--- src/rtl/rc4_pkg.sv ---
// Shared RC4 definitions used by the initializer, shuffler and decryptor stages.
// Holds the default data width, the byte type and the PRGA state encoding.
package rc4_pkg;

  localparam int RAM_WIDTH = 8;

  typedef logic [RAM_WIDTH-1:0] byte_t;

  typedef enum logic [3:0] {
    IDLE,
    READ_I,
    WAIT_I,
    READ_J,
    WAIT_J,
    WRITE_I,
    WRITE_J,
    READ_F,
    WAIT_F,
    WRITE_OUT,
    DONE
  } prga_state_t;

endpackage

--- src/rtl/ram_decryptor.sv ---
// RC4 PRGA stage: for each message byte, swaps S[i]/S[j] in the shared S RAM and
// writes keystream XOR encrypted ROM byte to the decrypted-message RAM (9 cycles per byte).
module ram_decryptor
  import rc4_pkg::*;
#(
  parameter int RAM_WIDTH  = rc4_pkg::RAM_WIDTH,
  parameter int MSG_LENGTH = 32,
  localparam int MSG_AW    = (MSG_LENGTH > 1) ? $clog2(MSG_LENGTH) : 1
) (
  input  logic                 clk,
  input  logic                 reset,
  input  logic                 start,
  output logic                 finished,
  input  logic [RAM_WIDTH-1:0] ram_out,
  output logic                 write_enable,
  output logic [RAM_WIDTH-1:0] ram_in,
  output logic [RAM_WIDTH-1:0] address,
  output logic [MSG_AW-1:0]    rom_address,
  input  logic [RAM_WIDTH-1:0] rom_data,
  output logic                 dec_write_enable,
  output logic [MSG_AW-1:0]    dec_address,
  output logic [RAM_WIDTH-1:0] dec_data
);

  localparam logic [MSG_AW-1:0] K_LAST = MSG_AW'(MSG_LENGTH - 1);

  prga_state_t          state_reg, state_next;
  logic [RAM_WIDTH-1:0] i_reg, j_reg, si_reg, sj_reg, f_reg;
  logic [MSG_AW-1:0]    k_reg;

  always_ff @(posedge clk or negedge reset) begin
    if (!reset) begin
      state_reg <= IDLE;
      i_reg     <= '0;
      j_reg     <= '0;
      si_reg    <= '0;
      sj_reg    <= '0;
      f_reg     <= '0;
      k_reg     <= '0;
    end else begin
      state_reg <= state_next;
      case (state_reg)
        IDLE: begin
          if (start) begin
            i_reg <= RAM_WIDTH'(1);
            j_reg <= '0;
            k_reg <= '0;
          end
        end
        WAIT_I: begin
          si_reg <= ram_out;
          j_reg  <= j_reg + ram_out;
        end
        WAIT_J:    sj_reg <= ram_out;
        WAIT_F:    f_reg  <= ram_out;
        WRITE_OUT: begin
          i_reg <= i_reg + RAM_WIDTH'(1);
          k_reg <= k_reg + MSG_AW'(1);
        end
        default: ;
      endcase
    end
  end

  // Outputs are a pure decode of state and datapath registers.
  always_comb begin
    state_next       = state_reg;
    finished         = 1'b0;
    write_enable     = 1'b0;
    ram_in           = '0;
    address          = '0;
    rom_address      = (state_reg == IDLE) ? '0 : k_reg;
    dec_write_enable = 1'b0;
    dec_address      = '0;
    dec_data         = '0;
    case (state_reg)
      IDLE:    if (start) state_next = READ_I;
      READ_I: begin
        address    = i_reg;
        state_next = WAIT_I;
      end
      WAIT_I:  state_next = READ_J;
      READ_J: begin
        address    = j_reg;
        state_next = WAIT_J;
      end
      WAIT_J:  state_next = WRITE_I;
      WRITE_I: begin
        address      = i_reg;
        ram_in       = sj_reg;
        write_enable = 1'b1;
        state_next   = WRITE_J;
      end
      WRITE_J: begin
        address      = j_reg;
        ram_in       = si_reg;
        write_enable = 1'b1;
        state_next   = READ_F;
      end
      READ_F: begin
        address    = si_reg + sj_reg;
        state_next = WAIT_F;
      end
      WAIT_F:  state_next = WRITE_OUT;
      WRITE_OUT: begin
        dec_write_enable = 1'b1;
        dec_address      = k_reg;
        dec_data         = f_reg ^ rom_data;
        state_next       = (k_reg == K_LAST) ? DONE : READ_I;
      end
      DONE: begin
        finished = 1'b1;
        if (!start) state_next = IDLE;
      end
      default: state_next = IDLE;
    endcase
  end

endmodule

--- config.mk ---
export PLATFORM = sky130hd
export DESIGN_NAME = ram_decryptor
export DESIGN_NICKNAME = d
export VERILOG_FILES = /design/src/rtl/rc4_pkg.sv /design/src/rtl/ram_decryptor.sv
export SDC_FILE = /design/constraint.sdc
export NUM_CORES = 1
export LEC_CHECK = 0
export BUFFER_PORTS_ARGS = -buffer_cell sky130_fd_sc_hd__buf_2
export CORE_UTILIZATION = 35
export CTS_CLUSTER_SIZE = 40
export DETAILED_ROUTE_END_ITERATION = 16
export PLACE_DENSITY = 0.52
export SYNTH_ARGS = -nofsm -noshare
export SYNTH_HDL_FRONTEND = slang
export SYNTH_SLANG_ARGS = --single-unit
--- constraint.sdc ---
create_clock -name clk -period 2.55 [get_ports clk]
set_input_delay 0.51 -clock clk [delete_from_list [all_inputs] [get_ports clk]]
set_output_delay 0.51 -clock clk [all_outputs]
set_load 0.05 [all_outputs]
==> impl_metrics.prom <==
# TYPE chip_impl_metric gauge
chip_impl_info{name="layout_commonest_cell",value="sky130_fd_sc_hd__buf_2"} 1
chip_impl_info{name="critical_path_class",value="reg -> out"} 1
chip_impl_metric{name="buffer_ports.inserted",unit=""} 55
chip_impl_metric{name="synth.ff_latch_count",unit=""} 49
chip_impl_metric{name="worstSkewPairLatency",unit="ps"} 300
chip_impl_info{name="min-delay-path-class",value="in -> async"} 1
chip_impl_metric{name="power_density",unit="nW/um^2"} 1420
chip_impl_metric{name="grt_pass1_vias",unit=""} 2622
chip_impl_metric{name="route.detailed.drc",unit=""} 0
chip_impl_metric{name="largest_net_degree_at_the_start_of_global_routing",unit=""} 50
chip_impl_metric{name="yosysUniqueCellTypes",unit=""} 52
chip_impl_metric{name="total_via_count_in_the_routed_design",unit=""} 2690
chip_impl_metric{name="post_synth.cell_area_avg",unit="sq um"} 9.31
chip_impl_metric{name="detail_route.first_pass.iterations",unit=""} 4
chip_impl_metric{name="routabilityCongestion",unit=""} 0.800
chip_impl_metric{name="diodes",unit=""} 0
chip_impl_metric{name="layout.filler_cells",unit=""} 876
chip_impl_info{name="outcome",value="finished, violations left"} 1
chip_impl_metric{name="rows",unit=""} 34
chip_impl_metric{name="global_route.usage.total",unit="%"} 17.9
chip_impl_metric{name="place_hpwl",unit="um"} 5840
chip_impl_metric{name="cp_data_required_time",unit="ps"} 2040
chip_impl_metric{name="remaining_global_route_overflow",unit=""} 0
chip_impl_info{name="cell_type_with_the_largest_total_area_after_synthesis",value="sky130_fd_sc_hd__dfrtp_1"} 1
chip_impl_metric{name="die-height",unit="um"} 96.8
chip_impl_metric{name="postSynthCellCount",unit=""} 338
chip_impl_metric{name="post_drt_via_cell_ratio",unit=""} 5.14
chip_impl_metric{name="timing.final.max_slew_violations",unit=""} 0
chip_impl_metric{name="final_cells",unit=""} 523
chip_impl_metric{name="final.setup.worst_slack",unit="ps"} -52.7
chip_impl_metric{name="yosys_warnings",unit=""} 0
chip_impl_metric{name="cts_num_sinks",unit=""} 49
chip_impl_metric{name="yosysSeqAreaShare",unit="%"} 39.0
chip_impl_metric{name="grt_antenna_before_repair",unit=""} 0
chip_impl_metric{name="finalHoldViolations",unit=""} 0
chip_impl_metric{name="placed_cells",unit=""} 508
chip_impl_metric{name="final_design_area_no_fill",unit="sq um"} 3910
chip_impl_metric{name="grt_pass1_wl",unit="um"} 13500
chip_impl_metric{name="critical_path.max_fanout",unit=""} 3
chip_impl_info{name="violations",value="negative setup slack"} 1
chip_impl_metric{name="max-vdd-ir-drop",unit="mV"} 0.479
chip_impl_metric{name="worst_pin_slew",unit="ps"} 786
chip_impl_metric{name="power.static_leakage",unit="nW"} 1.90
chip_impl_metric{name="multiInputGateArea",unit="sq um"} 1860
chip_impl_metric{name="synth-edff-count",unit=""} 0
chip_impl_info{name="final_cell_mix",value="sky130_fd_sc_hd__buf_2, sky130_fd_sc_hd__dfrtp_1, sky130_fd_sc_hd__nand2_1"} 1
chip_impl_metric{name="cpPeakStageDelay",unit="ps"} 370
chip_impl_info{name="critical_path.endpoint_type",value="output pin"} 1
chip_impl_metric{name="number_of_buffers_on_the_longest_clock_path",unit=""} 2
chip_impl_info{name="dominantRegCellSynth",value="sky130_fd_sc_hd__dfrtp_1"} 1
chip_impl_metric{name="wirelength",unit="um"} 8140
chip_impl_metric{name="detailedRoute.firstIterationViolations",unit=""} 106
chip_impl_info{name="area_contributors_post_synth",value="sky130_fd_sc_hd__dfrtp_1, sky130_fd_sc_hd__ha_1, sky130_fd_sc_hd__nand2_1"} 1
chip_impl_metric{name="clock-skew-final",unit="ps"} 7.15
chip_impl_info{name="crit_chain",value="ha_2 -> inv_2 -> fa_2 -> nor2b_2 -> o21ai_2 -> nand2_2 -> buf_4 -> xnor2_1 -> o21ai_1 -> buf_6"} 1
chip_impl_metric{name="cap_viol_max_count",unit=""} 0
chip_impl_metric{name="die_outline_width",unit="um"} 96.8
chip_impl_metric{name="postSynth.asyncResetShare",unit="%"} 100
chip_impl_metric{name="cts_inserted_buffers",unit=""} 5
chip_impl_metric{name="synth_area",unit="sq um"} 3150
chip_impl_metric{name="maxSlewHeadroom",unit="%"} 47.6
chip_impl_metric{name="die_area",unit="sq um"} 9370
chip_impl_metric{name="worstPathArrival",unit="ps"} 2090
chip_impl_metric{name="core_area",unit="sq um"} 8720
chip_impl_metric{name="total_number_of_h_tree_levels",unit=""} 2
chip_impl_metric{name="area_growth",unit="%"} 24.3
chip_impl_metric{name="boundaryPins",unit=""} 56
chip_impl_metric{name="yosysTopAreaCellShare",unit="%"} 39.0
chip_impl_metric{name="final_period_demand_of_the_worst_path",unit="ps"} 2600
chip_impl_info{name="grt_setup_unrepaired",value="yes"} 1
chip_impl_metric{name="post_route_cells_drive_above_1_share",unit="%"} 33.3
chip_impl_metric{name="dpl-instance-area",unit="sq um"} 3620
chip_impl_metric{name="avgRoutedWirePerCell",unit="um"} 15.6
chip_impl_metric{name="nNetsFinal",unit=""} 452
chip_impl_metric{name="antenna_left",unit=""} 0
chip_impl_metric{name="timing.fmax",unit="MHz"} 384
chip_impl_info{name="tritoncts",value="built"} 1
chip_impl_info{name="crit_slowest_cell",value="sky130_fd_sc_hd__dfrtp_1"} 1
chip_impl_metric{name="report.final.setup_viol",unit=""} 3
chip_impl_info{name="worst_setup_path_start_kind",value="register"} 1
chip_impl_metric{name="timing.final.crit_share",unit="%"} 102
chip_impl_info{name="root_buffer_cell",value="sky130_fd_sc_hd__clkbuf_8"} 1
chip_impl_metric{name="cts.clk_slew.worst_paths",unit="ps"} 100
chip_impl_metric{name="syn-num-nets",unit=""} 376
chip_impl_metric{name="start_util",unit="%"} 36.1
chip_impl_metric{name="combined_flip_flop_and_latch_cell_area",unit="sq um"} 1230
## worst paths after layout
check | start | endpoint | slack, ps | depth (start not counted)
setup / recovery | sj_reg[0] | address[4] | -50 | 10
max in group asynchronous | reset | state_reg[0] | 1760 | 2
hold / removal | reset | k_reg[0] | 290 | 2
hold reg to reg | j_reg[7] | j_reg[7] | 480 | 1
min in group clk | ram_out[6] | si_reg[6] | 460 | 3
setup reg to reg | j_reg[0] | j_reg[6] | 440 | 8
## Yosys cell counts, types with 2 or more instances
master	n
sky130_fd_sc_hd__xnor2_1	16
sky130_fd_sc_hd__mux2_2	15
sky130_fd_sc_hd__nor2_1	32
sky130_fd_sc_hd__nand2_1	46
sky130_fd_sc_hd__ha_1	17
sky130_fd_sc_hd__o21ai_1	4
sky130_fd_sc_hd__inv_1	10
sky130_fd_sc_hd__a21oi_1	14
sky130_fd_sc_hd__o21ai_0	20
sky130_fd_sc_hd__o21a_1	2
sky130_fd_sc_hd__buf_6	5
sky130_fd_sc_hd__and2_1	4
sky130_fd_sc_hd__buf_2	4
sky130_fd_sc_hd__o31ai_1	2
sky130_fd_sc_hd__nand2b_1	5
sky130_fd_sc_hd__clkbuf_1	3
sky130_fd_sc_hd__xor2_1	4
sky130_fd_sc_hd__o211ai_1	2
sky130_fd_sc_hd__nor3_2	2
sky130_fd_sc_hd__nor2b_1	9
sky130_fd_sc_hd__dfrtp_1	49
sky130_fd_sc_hd__nand3_1	16
sky130_fd_sc_hd__a211oi_1	2
sky130_fd_sc_hd__nor3_1	5
sky130_fd_sc_hd__or2_1	2
sky130_fd_sc_hd__a221o_1	2
sky130_fd_sc_hd__buf_4	2
sky130_fd_sc_hd__mux2i_1	3
sky130_fd_sc_hd__a22oi_1	12
sky130_fd_sc_hd__and3_1	2
sky130_fd_sc_hd__a21o_1	4
sky130_fd_sc_hd__fa_1	2
sky130_fd_sc_hd__a222oi_1	2
## cell families after synthesis
group | synth area share [%]
and+or+nand+nor | 21.5
AOI/OAI and AO/OA | 14.9
DFF | 39.0
buffers and inverters | 4.73
xor gates and xnor gates | 5.57
adders and majority gates | 8.03
muxes | 6.32
## report_power, final
| group | switching, W | internal, W | total, W |
|---|---|---|---|
| clock network | 0.000277 | 0.000321 | 0.000598 |
| logic | 0.00203 | 0.00146 | 0.00348 |
| registers | 0.000353 | 0.00112 | 0.00148 |
## cell type report
class	count	share of cell area, %
flip-flops and latches	49	31.5
clock buffers	7	2.21
multi-input cells	264	47.6
clock inverters	1	0.768
inverters	11	1.18
well taps	108	3.46
repair buffers	83	13.3
## critical path, delay by kind of cell (launching register included)
family,cells,cell delay (ps)
buf+inv,3,340
fa+ha+maj,2,530
flops,1,370
xor+xnor,1,50
compound gates,2,240
simple gates,2,260
## stage by stage
step	hold WS, ps	TNS [ps]	worst slack [ps]	power (W)	utilization, %
final	290	-134	-52.7	0.00556	44.8
after global routing	363	-714	-215	0.00599	44.8
after CTS	350	-234	-121	0.00547	44.1
after detailed placement	471	0	7.33	0.00462	41.5
after global placement	459	0	66.8	0.00459	41.5
after floorplan	214	-207	-207	0.00379	-
## repair_timing
action,CTS,global route
pin swaps,12,6
hold buffers,0,0
resized for setup,23,12
endpoints found under the setup margin,6,9
gates cloned,0,0
hold endpoints to repair,0,0
buffers inserted,5,2
## routing by layer
metal	up-vias	share of wire [%]	global-route usage (%)
li1	1329	-	-
met1	1291	50	25.5
met2	62	45	28.9
met3	8	3.2	2.46
met4	0	1.3	4.13
met5	-	0	0
(Power assumes the default switching activity.)
